$ cat config.mk
export PLATFORM = sky130hd
export DESIGN_NAME = cp0_core
export DESIGN_NICKNAME = d
export VERILOG_FILES = /design/src/rtl/cp0_core.sv
export SDC_FILE = /design/constraint.sdc
export NUM_CORES = 1
export LEC_CHECK = 0
export BUFFER_PORTS_ARGS = -buffer_cell sky130_fd_sc_hd__clkbuf_2
export CAP_MARGIN = 15
export CORE_UTILIZATION = 52
export DETAILED_ROUTE_END_ITERATION = 12
export PLACE_DENSITY_LB_ADDON = 0.3
export RECOVER_POWER = 25
export SYNTH_ARGS = -nofsm -noshare
export SYNTH_HDL_FRONTEND = slang
export SYNTH_SLANG_ARGS = --single-unit
$ cat constraint.sdc
create_clock -name clk -period 5.47 [get_ports clk]
set_clock_uncertainty 0.2 [all_clocks]
set_input_delay 0.8205 -clock clk [delete_from_list [all_inputs] [get_ports clk]]
set_output_delay 0.8205 -clock clk [all_outputs]
set_load 0.01 [all_outputs]
$ cat src/rtl/cp0_core.sv
// Coprocessor-0 for a 5-stage MIPS pipeline: SR/Cause/EPC/PRId, interrupt and exception entry, eret.
// Latency: mfc0 read data (DOut) and IntReq are combinational; register updates land on the next rising clk edge.
// Backpressure: none; IntReq is a flush request that the pipeline must honour in the same cycle.
//
// Ports:
//   clk, reset (async, active-low)
//   A1 -> DOut      : mfc0 read port (register number -> 32-bit data)
//   A2, DIn, We     : mtc0 write port (M stage)
//   PC_M, ExcCode_M, BD_M : M-stage instruction context captured on exception entry
//   HWInt           : level-sensitive external interrupt lines [7:2]
//   EXLClr          : eret in M stage
//   IntReq          : take exception/interrupt this cycle
//   EPC             : exception return word address
// Optional feature: define CP0_EXC_CNT_EN to add register 16, a count of exception/interrupt entries.
module cp0_core #(
    parameter logic [31:0] PRID = 32'h0000_0700
) (
    input  logic        clk,
    input  logic        reset,
    input  logic [4:0]  A1,
    input  logic [4:0]  A2,
    input  logic [31:0] DIn,
    input  logic        We,
    input  logic [29:0] PC_M,
    input  logic [4:0]  ExcCode_M,
    input  logic        BD_M,
    input  logic [5:0]  HWInt,
    input  logic        EXLClr,
    output logic        IntReq,
    output logic [29:0] EPC,
    output logic [31:0] DOut
);

    localparam logic [4:0] REG_SR    = 5'd12;
    localparam logic [4:0] REG_CAUSE = 5'd13;
    localparam logic [4:0] REG_EPC   = 5'd14;
    localparam logic [4:0] REG_PRID  = 5'd15;
`ifdef CP0_EXC_CNT_EN
    localparam logic [4:0] REG_CNT   = 5'd16;
`endif

    // Status register fields
    logic [5:0]  sr_im;
    logic        sr_exl;
    logic        sr_ie;
    // Cause register fields
    logic        cause_bd;
    logic [5:0]  cause_ip;
    logic [4:0]  cause_exc;
    // Exception PC (word address)
    logic [29:0] epc_r;

    logic        int_hit;
    logic        exc_hit;
    logic        wr_ok;

    // Interrupts and exceptions are both masked while already in the handler (EXL=1).
    assign int_hit = (|(HWInt & sr_im)) & sr_ie & ~sr_exl;
    assign exc_hit = (ExcCode_M != 5'd0) & ~sr_exl;
    assign IntReq  = int_hit | exc_hit;

    // mtc0 and eret only take effect when no exception entry is happening this edge.
    assign wr_ok   = ~IntReq;

    assign EPC     = epc_r;

    always_ff @(posedge clk or negedge reset) begin
        if (!reset) begin
            sr_im     <= 6'd0;
            sr_exl    <= 1'b0;
            sr_ie     <= 1'b0;
            cause_bd  <= 1'b0;
            cause_ip  <= 6'd0;
            cause_exc <= 5'd0;
            epc_r     <= 30'd0;
        end else begin
            // Pending-interrupt bits mirror the lines unconditionally.
            cause_ip <= HWInt;
            if (IntReq) begin
                sr_exl    <= 1'b1;
                // Interrupt wins over a simultaneous synchronous exception.
                cause_exc <= int_hit ? 5'd0 : ExcCode_M;
                cause_bd  <= BD_M;
                // A delay-slot instruction restarts at its branch, one word earlier.
                epc_r     <= BD_M ? (PC_M - 30'd1) : PC_M;
            end else begin
                if (We && (A2 == REG_SR)) begin
                    sr_im  <= DIn[15:10];
                    sr_exl <= DIn[1];
                    sr_ie  <= DIn[0];
                end
                if (We && (A2 == REG_EPC)) begin
                    epc_r <= DIn[31:2];
                end
                // eret applied after the mtc0 so it always leaves EXL cleared.
                if (EXLClr) begin
                    sr_exl <= 1'b0;
                end
            end
        end
    end

`ifdef CP0_EXC_CNT_EN
    logic [31:0] exc_cnt;

    always_ff @(posedge clk or negedge reset) begin
        if (!reset) begin
            exc_cnt <= 32'd0;
        end else if (IntReq) begin
            exc_cnt <= exc_cnt + 32'd1;
        end else if (wr_ok && We && (A2 == REG_CNT)) begin
            exc_cnt <= DIn;
        end
    end
`endif

    always_comb begin
        DOut = 32'h0;
        case (A1)
            REG_SR:    DOut = {16'h0, sr_im, 8'h0, sr_exl, sr_ie};
            REG_CAUSE: DOut = {cause_bd, 15'h0, cause_ip, 3'h0, cause_exc, 2'h0};
            REG_EPC:   DOut = {epc_r, 2'b00};
            REG_PRID:  DOut = PRID;
`ifdef CP0_EXC_CNT_EN
            REG_CNT:   DOut = exc_cnt;
`endif
            default:   DOut = 32'h0;
        endcase
    end

endmodule

==> metrics.txt, run 1 <==
Post-Synth XOR/XNOR Area 2.78%; core footprint 6390 um2; Clk Latency, worst-skew pair 0.32 ns; Syn-to-layout area delta 24.6%; # setup viols final 0; worst setup path category in -> out; PwrDens 365 nW/um2; Worst-Margin Slew 2.69 ns; HPWL after DPL 7750 um; post-route clock period utilization 64.4%; placed cell count 578; Die Wd 83.7 um; most used cell, CP clkbuf_2; Worst VDD drop 233 uV; total via count in the routed design 3684; area of the multi-input gates 2000 um2; largest family of logic cells by synthesized area simple AND/OR/NAND/NOR gates; compound-cell area share of the yosys netlist 17.6%; Inserted Clock Buffers 5; Slowest-stage cell, CP clkinv_1; clock buffer depth 2; TritonCTS clock tree yes; Layout Nets 597; Critical Path, Cell by Cell clkbuf_2 > nor3_1 > a21oi_2 > nor2_2 > clkinv_1 > clkbuf_2; simple-gate share of the synthesized area 26.5%; failing checks capacitance limit, slew limit; Top delay family on crit path buffers and inverters; largest net degree at the start of global routing 51; clk slew on worst S/H paths 0.10 ns; max incr delay on CP 0.45 ns; async set-reset flop share out of synthesis 100%; Ports 151; clock sinks 50; final RePlAce weighted congestion 0.865; Iter 0 DRT Violations 307; Synth Cell Area 3470 um2; WL/cell 17.8 um; Fin. Hold Viols 0; most frequent cells in the layout clkbuf_2, dfrtp_1, a31oi_1; fin crit period 3.52 ns; syn_nets 465; Hold WC Path Type reg -> reg; share of cells above drive strength 1 35.6%; syn avg cell area 9.22 um2; vias in the first global route 3251; crit-path max FO 20; crit end category output pin; Mapped Cells 376; fmax 284 MHz; Die Height 83.7 um; Pint 919 uW; EDFF count, synth 0; status finished with violations; Antenna Cells 0; DR vias/cell 6.29; post-synth cell types 51; Req. time, crit path 4.45 ns; post-route insts no fill 586; Data arrival, critical path 2.50 ns; Max Slew Vio Count 51; total negative slack 0 ns; Slew Limit Headroom -79.6%; # port buffers 150; CP Depth 6; part of the power in the clock network 15.2%; Switching Share 41.7%; H-tree depth 2; RSZ-0062 raised after global routing no; fill count 528; Final ANT Viol Nets 0; Die ar. 7000 um2; FF+latch area 1250 um2; Min-Delay Path Depth 1; number of warnings issued by yosys 0; mux share of post-synthesis cell area 9.89%; GR Util All Layers 29.4%; total grt overflow 0; row count 29; Routed WL 10400 um; switching power 658 uW; Final Power 1580 uW; register area share after synthesis 36.1%; Synth Area in Adders 0.361%; worst path bufs/invs 3; LEAKAGE 0.00207 uW; r2r worst-path depth 6; Seq cells post-synth 50; drt drc 0; global-route wire length before repair 16400 um; CTS resizes 0; Hold-fix buffers, CTS 0; Gate power share 43.3%; initial antenna violation count 0; Synth Flop Type dfrtp_1; Startpoint Class input pin; most common cell after layout, fill and taps aside clkbuf_2; DR pass1 iterations 5; Root Buffer clkbuf_8; sequential share of power 41.4%; Setup Buffers After CTS 0; Max Cap Viol 1; Initial Util 54.3%
## sequential cells by signal (all words and copies together), names as in the netlist
name       count
sr_im          6
sr_ie          1
EPC           30
cause_exc      5
cause_bd       1
sr_exl         1
cause_ip       6
## worst register-to-register path: cells and delay by family (launching register included)
family	cells	cell delay (ns)
AND/OR/NAND/NOR	1	0.15
AO/OA/AOI/OAI	3	0.78
buffers and inverters	2	0.68
flip-flops	1	0.42
## stage by stage
stage / hold slack [ns] / instance area [um2] / utilization [%] / setup WS (ns)
global placement: 0.265 / 4230 / 66.3 / 2.03
CTS: 0.296 / 4330 / 67.8 / 1.97
global route: 0.310 / 4320 / 67.7 / 1.69
detailed placement: 0.273 / 4230 / 66.3 / 1.98
finish: 0.294 / 4320 / 67.7 / 1.95
floorplan: 0.250 / 3470 / - / 2.40
## layout make-up
cell class / instances / share of cell area [%]
clock inverters: 3 / 0.666
flip-flops and latches: 50 / 29.0
well taps: 77 / 2.23
multi-input cells: 271 / 46.4
repair buffers: 155 / 18.0
clock buffers: 5 / 1.59
inverters: 25 / 2.17
## final timing paths
| kind | to | slack (ns) | start |
|---|---|---|---|
| setup reg to reg | EPC[28]$_DFFE_PN0P_ | 3.14 | sr_im[1]$_DFFE_PN0P_ |
| setup / recovery | IntReq | 1.95 | ExcCode_M[0] |
| hold reg to reg | cause_exc[1]$_DFFE_PN0N_ | 0.29 | cause_exc[1]$_DFFE_PN0N_ |
| max in group asynchronous | EPC[0]$_DFFE_PN0P_ | 2.31 | reset |
| min in group asynchronous | EPC[17]$_DFFE_PN0P_ | 1.24 | reset |
| hold / removal | cause_exc[1]$_DFFE_PN0N_ | 0.29 | cause_exc[1]$_DFFE_PN0N_ |
## power groups by stage
| stage | Clock, uW | Combinational, uW | Sequential, uW |
|---|---|---|---|
| detailed placement | 0 | 678 | 657 |
| floorplan | 0 | 381 | 675 |
| finish | 240 | 683 | 653 |
| CTS | 243 | 683 | 649 |
| global route | 257 | 746 | 671 |
| global placement | 0 | 662 | 652 |
## Yosys cell counts, drive strengths merged, types with 3 or more instances
cell | instances | share of area (%)
dfrtp | 50 | 36
a31oi | 36 | 6.5
clkbuf | 25 | 3.3
inv | 23 | 2.5
mux2i | 23 | 6.6
and3 | 22 | 4.0
nor4 | 20 | 3.8
and4 | 18 | 4.6
or3 | 14 | 2.5
o31ai | 13 | 2.8
or4 | 12 | 2.7
nor2 | 11 | 1.3
o21ai | 11 | 1.6
mux2 | 10 | 3.2
nand2 | 9 | 0.97
xor2 | 8 | 2.0
a22oi | 7 | 1.5
nor3 | 7 | 1.2
a22o | 6 | 1.5
a21oi | 5 | 0.72
buf | 5 | 0.87
nand4 | 5 | 0.90
nand3 | 4 | 0.58
a21o | 3 | 0.65
xnor2 | 3 | 0.76
## kinds of logic after synthesis
| group | Yosys count |
|---|---|
| buffers and inverters | 55 |
| XOR/XNOR | 11 |
| flip-flops | 50 |
| AO/OA/AOI/OAI | 89 |
| AND/OR/NAND/NOR | 137 |
| multiplexers | 33 |
| adder cells (fa/ha/maj) | 1 |
## metal layers
layer  vias to the layer above  track usage [%]  wire, um
met4                         0             8.78       214
li1                       1731                -         -
met5                         -                0         0
met3                        27             5.14       742
met1                      1750             40.4      4370
met2                       176             47.6      5100
Note: power is estimated with default switching activity, not from simulation.
==> inputs of run 2 (changes only) <==
--- a/config.mk
+++ b/config.mk
@@ -5,9 +5,10 @@
 export SDC_FILE = /design/constraint.sdc
 export NUM_CORES = 1
 export LEC_CHECK = 0
+export ABC_AREA = 1
 export BUFFER_PORTS_ARGS = -buffer_cell sky130_fd_sc_hd__clkbuf_2
 export CAP_MARGIN = 15
-export CORE_UTILIZATION = 52
+export CORE_UTILIZATION = 44
 export DETAILED_ROUTE_END_ITERATION = 12
 export PLACE_DENSITY_LB_ADDON = 0.3
 export RECOVER_POWER = 25
==> constraint.sdc (replaced) <==
create_clock -name clk -period 2.99 [get_ports clk]
set_clock_uncertainty 0.2 [all_clocks]
set_input_delay 0.4485 -clock clk [delete_from_list [all_inputs] [get_ports clk]]
set_output_delay 0.4485 -clock clk [all_outputs]
set_load 0.01 [all_outputs]
==> run 2 against run 1 <==
  * The run now ends clean
  * Register-to-register slack worse by 2.3 ns
  * Worst setup slack worse by 1.4 ns
  * Sequential power is 87% higher
  * Cell count grew 40%
  * Utilization down 10 points
  * Flip-flop and latch count unchanged
  * Final area grew 3.8%
  * Non-clock buffer count stayed put
  * Sequential share of layout area down 1.1 points
  * Critical path depth up 1
  * Via count grew 6.2%
  * First-iteration DRC count decreased by 22%
  * Largest power group unchanged
  * Highest routed layer unchanged
==> metrics.txt, run 2 <==
Layout Nets 806 (+35%); area fraction of the dominant cell type after synthesis 34.7% (-1.4 points); Seq cells post-synth 50 (unchanged); register area share after synthesis 34.7% (-1.4 points); EDFF count, synth 0 (unchanged); Antenna Cells 0 (unchanged); Clk Latency, worst-skew pair 0.30 ns (-0.02 ns); Max Slew Vio Count 0 (-100%); DR pass1 iterations 5 (unchanged); Mapped Cells 570 (+52%); total grt overflow 0 (unchanged); Final Power 3170 uW (+100%); total via count in the routed design 3911 (+6.2%); post-synth cell types 32 (-37%); Inserted Clock Buffers 5 (unchanged); Worst VDD drop 313 uV (+34%); RSZ-0062 raised after global routing no; # port buffers 150 (unchanged); Hold-fix buffers, CTS 0 (unchanged); Synth Cell Area 3600 um2 (+3.9%); number of warnings issued by yosys 0 (unchanged); Die ar. 8560 um2 (+22%); fmax 415 MHz; fin crit period 2.41 ns; worst setup path category reg -> out; synth top area cells dfrtp_1, nand2_1, inv_1, nor2_1, nand3_1; clk slew on worst S/H paths 0.09 ns (about the same); Switching Share 46.4% (+4.7 points); Gate power share 49.1% (+5.8 points); syn avg cell area 6.32 um2 (-31%); Data arrival, critical path 1.76 ns (-0.74 ns); # setup viols final 0 (unchanged); clock sinks 50 (unchanged); vias in the first global route 3713 (+14%); Hold WC Path Type in -> reg; fill count 787 (+49%); most frequent cells in the layout nand2_1, clkbuf_2, inv_1; Setup Buffers After CTS 0 (unchanged); max FFs per register 30 (unchanged); Fin. Hold Viols 0 (unchanged); Ports 151 (unchanged); CTS resizes 0 (unchanged); Root Buffer clkbuf_8; sequential share of power 38.6% (-2.8 points); Pint 1700 uW (+85%); most common cell after layout, fill and taps aside nand2_1; GR Util All Layers 25.5% (-3.9 points); total negative slack 0 ns (unchanged); LEAKAGE 0.00266 uW (+29%); crit end category output pin; most frequent cells after synthesis nand2_1, inv_1, nor2_1; largest net degree at the start of global routing 51 (unchanged); drt drc 0 (unchanged); Place WS 0.612 ns (-1.37 ns); part of the power in the clock network 12.3% (-2.9 points); Final ANT Viol Nets 0 (unchanged); area of the multi-input gates 1880 um2 (-6.1%); post-route clock period utilization 80.6%; share of cells above drive strength 1 25.5% (-10 points); Startpoint Class register; row count 32 (+10%); TritonCTS clock tree yes; Die Height 92.5 um (+11%); Syn-to-layout area delta 24.4%; Yosys top cell by area dfrtp_1; Initial Util 46.2% (-8.1 points); HPWL after DPL 8410 um (+8.4%); Req. time, crit path 2.34 ns (-2.11 ns); DR vias/cell 4.77 (-24%); hold_ws 0.0663 ns (-0.228 ns); core footprint 7810 um2 (+22%); global-route wire length before repair 17400 um (+6.1%); Min-Delay Path Depth 1 (unchanged); final RePlAce weighted congestion 0.869 (+0.42%); Slew Limit Headroom 15.2% (+95 points); switching power 1470 uW (+120%); crit-path max FO 50 (+150%); Setup WS post-layout 0.579 ns (-1.37 ns); H-tree depth 2 (unchanged); post-route cell area 4480 um2 (+3.8%); FF+latch area 1250 um2 (unchanged); Worst-Margin Slew 1.27 ns (-1.42 ns); Iter 0 DRT Violations 240 (-22%); WL/cell 12.8 um (-28%); r2r worst-path depth 10 (+4); placed cell areas 4400 um2 (+4.0%); PwrDens 707 nW/um2 (+94%); clock buffer depth 2 (unchanged); most common cell in the netlist nand2_1; Routed WL 10500 um (+0.78%); initial antenna violation count 0 (unchanged); Synth Flop Type dfrtp_1; status complete, no violations; async set-reset flop share out of synthesis 100% (unchanged); Max Cap Viol 0 (-1); syn_nets 659 (+42%); Die Wd 92.5 um (+11%)
[run 2: changes by cell type in the layout (fill, tap and decap cells not counted), sizes merged, moves of 10 or more]
cell	previous run	this run
nand3	4	41
a31oi	36	0
and4	18	0
mux2	10	0
nor2	11	77
or4	12	0
inv	25	93
or3	14	0
nor4	20	0
and3	22	0
nand2	9	208
o31ai	13	0
mux2i	23	0
o21ai	11	52
[run 2: final timing paths]
kind,from,slack [ns],to
max,sr_im[4]$_DFFE_PN0P_,0.58,IntReq
min,HWInt[4],0.07,cause_ip[4]$_DFF_PN0_
max reg2reg,sr_im[4]$_DFFE_PN0P_,0.81,EPC[18]$_DFFE_PN0P_
min reg2reg,EPC[25]$_DFFE_PN0P_,0.32,EPC[25]$_DFFE_PN0P_
max in group asynchronous,reset,1.53,cause_ip[4]$_DFF_PN0_
min in group asynchronous,reset,0.28,cause_exc[1]$_DFFE_PN0N_
[run 2: stage by stage]
stage / instances / utilization, %
global placement: 812 / 56.4
finish: 820 / 57.4
global route: 820 / 57.4
floorplan: 570 / -
detailed placement: 812 / 56.4
CTS: 820 / 57.5
[run 2: worst max-delay path, cell delays in order, from the launching register on]
cell and delay (ns):
dfrtp_1 0.35, nand2_1 0.06, nand2_1 0.06, a21oi_1 0.04
nand2_1 0.09, nand3_2 0.15, nand2_4 0.46, clkbuf_2 0.23
[run 2: cell type report]
type	instances	share of cell area, %
Inverter	94	7.95
Timing Repair Buffer	155	17.4
Sequential cell	50	27.9
Multi-Input combinational cell	411	41.9
Tap cell	102	2.85
Clock inverter	2	0.307
Clock buffer	6	1.62
[run 2: per-layer routing]
| layer | routed length, um | GRT usage, % | up-vias |
|---|---|---|---|
| li1 | - | - | 2038 |
| met1 | 4970 | 36.4 | 1746 |
| met2 | 4850 | 41.5 | 114 |
| met3 | 539 | 2.96 | 13 |
| met4 | 153 | 5.60 | 0 |
| met5 | 0 | 0 | - |
[run 2: power by group through the flow]
stage	Clock (uW)	Combinational, uW	Sequential [uW]
after CTS	399	1560	1220
after floorplan	0	1020	1270
final	390	1560	1220
after global placement	0	1510	1220
after global routing	426	1760	1250
after detailed placement	0	1550	1230
[run 2: cells by family after synthesis]
| logic type | after synthesis | synth area share [%] |
|---|---|---|
| adders and majority gates | 1 | 0.347 |
| DFF | 50 | 34.7 |
| and+or+nand+nor | 340 | 40.7 |
| buffers and inverters | 109 | 13.1 |
| AOI/OAI and AO/OA | 61 | 8.92 |
| xor gates and xnor gates | 9 | 2.19 |
